**src/rtl/psum_accum_buffer.sv**
```systemverilog
// psum_accum_buffer
// Sits right after the three-input partial-sum adder. It sums NUM_PASSES
// row-sums into each of OUT_LEN buffer entries. It then requantises each entry
// (right shift, then clamp to DWIDTH) and streams the ofmap row out.
//
// Handshake: a word moves on a rising clk edge when valid and ready are both 1.
// The producer holds data stable while valid=1 and ready=0. All outputs are
// registered. in_ready is 1 only in ACCUM, and out_valid is 1 only in DRAIN.
module psum_accum_buffer #(
    parameter int DWIDTH     = 8,
    parameter int AWIDTH     = 12,
    parameter int OUT_LEN    = 3,
    parameter int NUM_PASSES = 3,
    parameter int SHIFT      = 0
) (
    input  logic              clk,
    input  logic              rst_n,
    input  logic              in_valid,
    output logic              in_ready,
    input  logic [DWIDTH-1:0] in_data,
    output logic              out_valid,
    input  logic              out_ready,
    output logic [DWIDTH-1:0] out_data,
    output logic              out_last
);

    localparam int PW = (OUT_LEN > 1) ? $clog2(OUT_LEN) : 1;
    localparam int SW = (NUM_PASSES > 1) ? $clog2(NUM_PASSES) : 1;
    localparam logic [PW-1:0]     POS_LAST  = PW'(OUT_LEN - 1);
    localparam logic [SW-1:0]     PASS_LAST = SW'(NUM_PASSES - 1);
    localparam logic [AWIDTH-1:0] ACC_MAX   = '1;

    typedef enum logic {
        ACCUM = 1'b0,
        DRAIN = 1'b1
    } state_t;

    state_t state;
    state_t state_nxt;

    logic [AWIDTH-1:0] acc_mem [OUT_LEN];
    logic [PW-1:0]     pos;
    logic [PW-1:0]     rd;
    logic [SW-1:0]     pass;

    logic              in_fire;
    logic              out_fire;
    logic              last_in;
    logic [AWIDTH:0]   acc_sum;
    logic [AWIDTH-1:0] acc_new;
    logic [AWIDTH-1:0] first_val;
    logic [PW-1:0]     rd_inc;

    // Requantise: shift right, then clamp to the largest DWIDTH value.
    function automatic logic [DWIDTH-1:0] requant(input logic [AWIDTH-1:0] x);
        logic [AWIDTH-1:0] s;
        s = x >> SHIFT;
        if ((s >> DWIDTH) != '0) return '1;
        return s[DWIDTH-1:0];
    endfunction

    // Accumulate-path and handshake decode.
    always_comb begin
        in_fire  = in_valid & in_ready;
        out_fire = out_valid & out_ready;
        last_in  = in_fire && (pos == POS_LAST) && (pass == PASS_LAST);
        acc_sum  = {1'b0, acc_mem[pos]} + (AWIDTH + 1)'(in_data);
        // The first pass overwrites the entry, so nothing from the last row carries over.
        if (pass == '0)
            acc_new = AWIDTH'(in_data);
        else if (acc_sum[AWIDTH])
            acc_new = ACC_MAX;
        else
            acc_new = acc_sum[AWIDTH-1:0];
        // Entry 0 is written on this same edge only when OUT_LEN=1.
        first_val = (pos == '0) ? acc_new : acc_mem[0];
        rd_inc    = rd + 1'b1;
    end

    // Next-state logic for the ACCUM/DRAIN controller.
    always_comb begin
        state_nxt = state;
        case (state)
            ACCUM:   if (last_in) state_nxt = DRAIN;
            DRAIN:   if (out_fire && out_last) state_nxt = ACCUM;
            default: state_nxt = ACCUM;
        endcase
    end

    // State register.
    always_ff @(posedge clk or negedge rst_n) begin
        if (!rst_n) state <= ACCUM;
        else        state <= state_nxt;
    end

    // Accumulator storage. It has no reset because pass 0 always overwrites it.
    always_ff @(posedge clk) begin
        if (in_fire) acc_mem[pos] <= acc_new;
    end

    // Counters and registered handshake/output signals.
    always_ff @(posedge clk or negedge rst_n) begin
        if (!rst_n) begin
            pos       <= '0;
            pass      <= '0;
            rd        <= '0;
            in_ready  <= 1'b0;
            out_valid <= 1'b0;
            out_data  <= '0;
            out_last  <= 1'b0;
        end else begin
            case (state)
                ACCUM: begin
                    in_ready <= 1'b1;
                    if (in_fire) begin
                        if (pos == POS_LAST) begin
                            pos <= '0;
                            if (pass == PASS_LAST) pass <= '0;
                            else                   pass <= pass + 1'b1;
                        end else begin
                            pos <= pos + 1'b1;
                        end
                        if (last_in) begin
                            in_ready  <= 1'b0;
                            out_valid <= 1'b1;
                            out_data  <= requant(first_val);
                            out_last  <= (OUT_LEN == 1);
                            rd        <= '0;
                        end
                    end
                end
                DRAIN: begin
                    in_ready <= 1'b0;
                    if (out_fire) begin
                        if (out_last) begin
                            out_valid <= 1'b0;
                            out_last  <= 1'b0;
                            rd        <= '0;
                            pos       <= '0;
                            pass      <= '0;
                            in_ready  <= 1'b1;
                        end else begin
                            rd       <= rd_inc;
                            out_data <= requant(acc_mem[rd_inc]);
                            out_last <= (rd_inc == POS_LAST);
                        end
                    end
                end
                default: ;
            endcase
        end
    end

endmodule

```
**config.mk**
```make
export PLATFORM = sky130hd
export DESIGN_NAME = psum_accum_buffer
export DESIGN_NICKNAME = d
export VERILOG_FILES = /design/src/rtl/psum_accum_buffer.sv
export SDC_FILE = /design/constraint.sdc
export NUM_CORES = 1
export LEC_CHECK = 0
export CORE_MARGIN = 4
export CORE_UTILIZATION = 59
export DETAILED_ROUTE_END_ITERATION = 12
export PLACE_DENSITY = 0.91
export SETUP_SLACK_MARGIN = 0.1
export SLEW_MARGIN = 20
export SYNTH_ARGS = -nofsm -noshare
export SYNTH_HDL_FRONTEND = slang
export SYNTH_SLANG_ARGS = --single-unit
```
**constraint.sdc**
```tcl
create_clock -name clk -period 9.15 [get_ports clk]
set_input_delay 0.915 -clock clk [delete_from_list [all_inputs] [get_ports clk]]
set_output_delay 0.915 -clock clk [all_outputs]
set_load 0.005 [all_outputs]
```
==> results.json, run 1 <==
{
  "synthCells": 303,
  "skew_ns": 0.01051,
  "fp.dieArea_sq_mm": 0.006599,
  "detail_route.iter0.violations": 195,
  "htree_num_levels": 2,
  "post-place-ws_ns": 5.420,
  "cts_sinks": 54,
  "numPortBuffers": 22,
  "antenna_found_initial": 0,
  "maxSlewHeadroom_pct": 37.19,
  "overflow": 0,
  "grt_pass1_vias": 2294,
  "grt.total_usage_pct": 22.39,
  "post_cts_buffers": 0,
  "holdBufCountCts": 0,
  "cp-startpoint": "pos[0]$_DFFE_PN0P_",
  "syn-cell-area_sq_mm": 0.003164,
  "fp.dieW_microns": 81.24,
  "gp_congestion": 0.8584,
  "path_class": "flip-flop to flip-flop",
  "setup_viol": 0,
  "tightest_slew_ns": 0.9422,
  "critPathBufInv": 1,
  "grt_pass1_wl_microns": 11140,
  "hold_viol": 0,
  "status": "finished clean",
  "via_per_inst": 6.346,
  "syn-num-nets": 325,
  "area.growth.synth_to_final_pct": 11.07,
  "final_common_cell": "nand2_1",
  "timing.final.crit_period_ns": 3.797,
  "ant_nets": 0,
  "end_kind": "flip-flop",
  "synth_edf_count": 36,
  "switching_power_uw": 619.0,
  "drive_gt1_share_pct": 8.050,
  "cpPeakStageDelay_ns": 0.97,
  "p_int_uw": 755.0,
  "crit_required_ns": 9.35,
  "fin_util_pct": 68.38,
  "cellPowerDensity_mw_per_mm2": 390.9,
  "nets": 344,
  "wl_per_cell_microns": 17.40,
  "cts_tree": "done",
  "crit_family": "compound AO/OA/AOI/OAI gates",
  "drt_wl_total_microns": 6837,
  "vdd_drop_max_mv": 0.2471,
  "cp.arrival_ns": 3.99,
  "core_sq_mm": 0.005140,
  "ys_ff_latch": 54,
  "cts_resized": 0,
  "cts_buffers": 5,
  "insertion_delay_ns": 0.32,
  "grt_max_degree": 34,
  "crit_fanout": 19,
  "maxCapViolations": 0,
  "async_flop_share_pct": 33.33,
  "antenna_cells": 0,
  "dp_hpwl_microns": 5118,
  "synth_cell_types": 54,
  "clkPwrFrac_pct": 9.6,
  "period_share_pct": 41.49,
  "fp-row-count": 26,
  "yosysWarnings": 0,
  "cts.clk_slew.worst_paths_ns": 0.09,
  "holdCritPathClass": "flip-flop to flip-flop",
  "critPathLaunchType": "flip-flop",
  "die_h_microns": 81.24,
  "cp_cell_sequence": "mux2i_1 -> o21ai_0 -> ha_1 -> inv_1 -> fa_1 -> nand2b_1 -> a21oi_1 -> o41a_1 -> nor3b_2 -> a211oi_4 -> o31ai_1 -> nand3_1",
  "seqPwrFrac_pct": 35.2,
  "vias": 2494,
  "cp_slowest_cell": "dfrtp_1",
  "drt-pass1-iter-count": 7,
  "pin_count": 23,
  "setup_ws_ns": 5.353,
  "rsz0062_at_grt": "no",
  "switching_share_pct": 45.05,
  "ys.flop_type": "edfxtp_1",
  "final_max_slew_viol_count": 0,
  "mostFrequentLayoutCells": "nand2_1, edfxtp_1, o21ai_0",
  "seq_area_frac_synth_pct": 48.40,
  "setup_tns_ns": 0,
  "leakagePower_uw": 0.001317,
  "max_freq_mhz": 263.4,
  "fillers": 400,
  "combinationalPowerShare_pct": 55.2,
  "initial_core_util_pct": 61.56,
  "synth.avg_cell_area_sq_um": 10.44,
  "drc": 0,
  "ctsLongestPathBuffers": 2,
  "root_buffer": "clkbuf_8",
  "r2r-start": "pos[0]$_DFFE_PN0P_",
  "hold_path_startpoint": "out_data[5]$_DFFE_PN0P_"
}
## sequential cells by signal, summed over array words and instances (netlist names)
name / cells
in_ready: 1
pos: 2
out_valid: 1
acc_mem: 36
pass: 2
rd: 2
out_data: 8
state: 1
out_last: 1
## cells in the mapped netlist (2+ instances only)
library cell | count | area (sq um)
a211oi_1 | 4 | 30.03
a211oi_4 | 2 | 40.04
a21o_1 | 5 | 37.54
a21oi_1 | 15 | 75.07
a22o_1 | 2 | 17.52
a22oi_1 | 2 | 15.01
a31oi_1 | 4 | 25.02
a32oi_1 | 2 | 17.52
and3_1 | 2 | 12.51
buf_1 | 3 | 11.26
buf_2 | 2 | 10.01
buf_6 | 2 | 22.52
clkbuf_1 | 5 | 18.77
dfrtp_1 | 18 | 450.4
edfxtp_1 | 36 | 1081
ha_1 | 9 | 112.6
inv_1 | 6 | 22.52
mux2i_1 | 19 | 190.2
nand2_1 | 44 | 165.2
nand2b_1 | 4 | 25.02
nand3_1 | 11 | 55.05
nor2_1 | 22 | 82.58
nor3_1 | 2 | 10.01
nor4_1 | 2 | 12.51
o211ai_1 | 10 | 75.07
o21a_1 | 5 | 37.54
o21ai_0 | 26 | 130.1
o21ai_1 | 3 | 15.01
o21bai_1 | 2 | 15.01
o31ai_1 | 5 | 37.54
xnor2_1 | 3 | 26.28
xor2_1 | 4 | 35.03
## final timing paths
check                                           to  slack, ns  depth (start not counted)
setup / recovery           out_data[4]$_DFFE_PN0P_       5.35                         12
hold / removal             out_data[5]$_DFFE_PN0P_       0.48                          1
setup reg to reg           out_data[4]$_DFFE_PN0P_       5.35                         12
hold reg to reg            out_data[5]$_DFFE_PN0P_       0.48                          1
max in group asynchronous  out_data[1]$_DFFE_PN0P_       7.62                          1
min in group asynchronous  out_data[7]$_DFFE_PN0P_       1.04                          1
## kinds of logic after synthesis
logic type               after synthesis  share of synthesized area (%)
AND/OR/NAND/NOR                      100                          15.66
buffers and inverters                 19                          2.926
multiplexers                          21                          6.919
AO/OA/AOI/OAI                         92                          19.97
flip-flops                            54                          48.40
XOR/XNOR                               7                          1.938
adder cells (fa/ha/maj)               10                          4.191
## power by group through the flow
stage	sequential (uW)	clock (uW)	combinational, uW
after floorplan	450	0	572
final	483	133	758
after CTS	482	132	751
after global routing	493	143	832
after detailed placement	487	0	744
after global placement	482	0	713
## layer usage
layer  global-route usage (%)  up-vias  routed length [microns]
li1                         -     1165                        -
met1                    29.77     1201                     2871
met2                    37.85      118                     3366
met3                    3.326       10                      490
met4                    6.926        0                      108
met5                        0        -                        0
## per-stage QoR
step,area (sq um),instances,total power (uW),hold WS [ns]
after detailed placement,3425,385,1231,0.4654
after global placement,3425,385,1195,0.4614
after global routing,3515,393,1469,0.4934
final,3515,393,1374,0.4815
after CTS,3515,393,1365,0.4864
after floorplan,3164,303,1022,0.4498
## final cells by class
cell class	instances	area, sq um	share of cell area [%]
multi-input combinational	230	1540	43.82
tap	70	87.58	2.492
inverter	6	22.52	0.6408
timing repair buffer	25	242.7	6.906
clock inverter	3	21.27	0.6052
clock buffer	5	68.82	1.958
sequential	54	1531	43.57
(Power assumes the default switching activity.)
==> run 2: changes to the inputs <==
Clock period 9.15 ns to 3.5 ns, I/O delays scaled along.
==> results.json, run 2 (synthesis results as in run 1) <==
{
  "tightest_slew_ns": 0.7880,
  "grt_pass1_wl_microns": 11680,
  "timing.final.crit_period_ns": 3.227,
  "setup_tns_ns": 0,
  "fillers": 411,
  "reg2regPathDepth": 12,
  "drt-pass1-iter-count": 5,
  "root_buffer": "clkbuf_8",
  "wl_per_cell_microns": 17.84,
  "cts_tree": "done",
  "whs_ns": 0.4563,
  "holdBufCountCts": 0,
  "crit_fanout": 8,
  "critPathLaunchType": "flip-flop",
  "fp.dieW_microns": 81.24,
  "drc": 0,
  "cts_resized": 0,
  "ant_nets": 0,
  "core_sq_mm": 0.005140,
  "final_common_cell": "nand2_1",
  "cts_buffers": 5,
  "leakagePower_uw": 0.001329,
  "rsz0062_at_grt": "no",
  "cellPowerDensity_mw_per_mm2": 1027,
  "hold_viol": 0,
  "grt_pass1_vias": 2460,
  "insertion_delay_ns": 0.32,
  "largestRegisters": "acc_mem (36), out_data (8)",
  "multi_input_area_sq_mm": 0.001540,
  "detail_route.iter0.violations": 226,
  "via_per_inst": 6.327,
  "antenna_found_initial": 0,
  "fp.dieArea_sq_mm": 0.006599,
  "crit_required_ns": 3.69,
  "setup_viol": 0,
  "cp.arrival_ns": 3.42,
  "maxSlewHeadroom_pct": 47.27,
  "cts_sinks": 54,
  "grt.total_usage_pct": 23.48,
  "drive_gt1_share_pct": 8.615,
  "regArea_sq_mm": 0.001531,
  "cts.clk_slew.worst_paths_ns": 0.11,
  "pin_count": 23,
  "end_kind": "flip-flop",
  "die_h_microns": 81.24,
  "antenna_cells": 0,
  "ctsLongestPathBuffers": 2,
  "path_class": "flip-flop to flip-flop",
  "final_max_slew_viol_count": 0,
  "initial_core_util_pct": 61.56,
  "gp_congestion": 0.9025,
  "skew_ns": 0.01480,
  "dp_hpwl_microns": 5373,
  "overflow": 0,
  "maxCapViolations": 0,
  "nets": 346,
  "period_share_pct": 92.21,
  "regMostFlops": "acc_mem",
  "area.growth.synth_to_final_pct": 11.74,
  "holdCritPathClass": "input pin to asynchronous set/reset pin",
  "post_cts_buffers": 0,
  "fp-row-count": 26,
  "largest_register_ffs": 36,
  "vdd_drop_max_mv": 0.6745,
  "drt_wl_total_microns": 7045,
  "htree_num_levels": 2,
  "mostFrequentLayoutCells": "nand2_1, edfxtp_1, o21ai_0",
  "numPortBuffers": 22,
  "vias": 2499,
  "status": "finished clean",
  "grt_max_degree": 20,
  "max_freq_mhz": 309.9
}
-- run 2: layout make-up --
| cell class | instances | share of cell area (%) |
|---|---|---|
| clock buffers | 5 | 1.946 |
| clock inverters | 3 | 0.7785 |
| inverters | 6 | 0.6369 |
| multi-input cells | 230 | 43.56 |
| flip-flops and latches | 54 | 43.31 |
| well taps | 70 | 2.477 |
| repair buffers | 27 | 7.289 |
-- run 2: worst max-delay path, stage by stage, from the launching register on --
cell      delay [ns]
dfrtp_1         0.41
mux2i_1         0.12
o21ai_0         0.31
ha_1            0.27
inv_1           0.06
fa_1            0.39
nand2b_1        0.18
a21oi_1         0.18
o41a_1          0.34
nor3b_2         0.32
a211oi_4        0.13
o31ai_1         0.29
nand3_1         0.12
-- run 2: metal layers --
metal / part of all wire [%] / vias up / global-route usage (%)
met4: 1.9 / 0 / 9.628
met3: 7.4 / 14 / 3.326
met1: 41 / 1212 / 30.45
met2: 49 / 109 / 39.49
met5: 0 / - / 0
li1: - / 1164 / -
-- run 2: report_power, final --
part,internal [uW],switching (uW),total (uW)
registers,1050,186,1230
logic,799,1220,2020
clock network,149,228,376
-- run 2: per-stage QoR --
stage	instances	setup slack (ns)	area, sq um	utilization [%]	power, uW
2_1_floorplan	303	0.4289	3164	-	2672
3_3_place_gp	387	0.4705	3440	66.92	3147
3_5_place_dp	387	0.3480	3440	66.92	3242
4_1_cts	395	0.3404	3536	68.79	3616
5_1_grt	395	0.1148	3536	68.79	3904
6_report	395	0.2727	3536	68.79	3631
-- run 2: final timing paths --
kind / startpoint / endpoint / slack, ns
setup / recovery: pos[0]$_DFFE_PN0P_ / out_data[4]$_DFFE_PN0P_ / 0.27
hold / removal: rst_n / out_valid$_DFFE_PN0P_ / 0.46
setup reg to reg: pos[0]$_DFFE_PN0P_ / out_data[4]$_DFFE_PN0P_ / 0.27
hold reg to reg: out_data[2]$_DFFE_PN0P_ / out_data[2]$_DFFE_PN0P_ / 0.50
max in group asynchronous: rst_n / out_data[1]$_DFFE_PN0P_ / 2.56
min in group clk: out_data[2]$_DFFE_PN0P_ / out_data[2]$_DFFE_PN0P_ / 0.50
==> run 3: changes to the inputs <==
Settings changed: SETUP_SLACK_MARGIN 0.1 to 0.05, TNS_END_PERCENT set to 5.
==> results of run 3 <==
The final DEF is identical to that of run 2; final timing and power are the same.
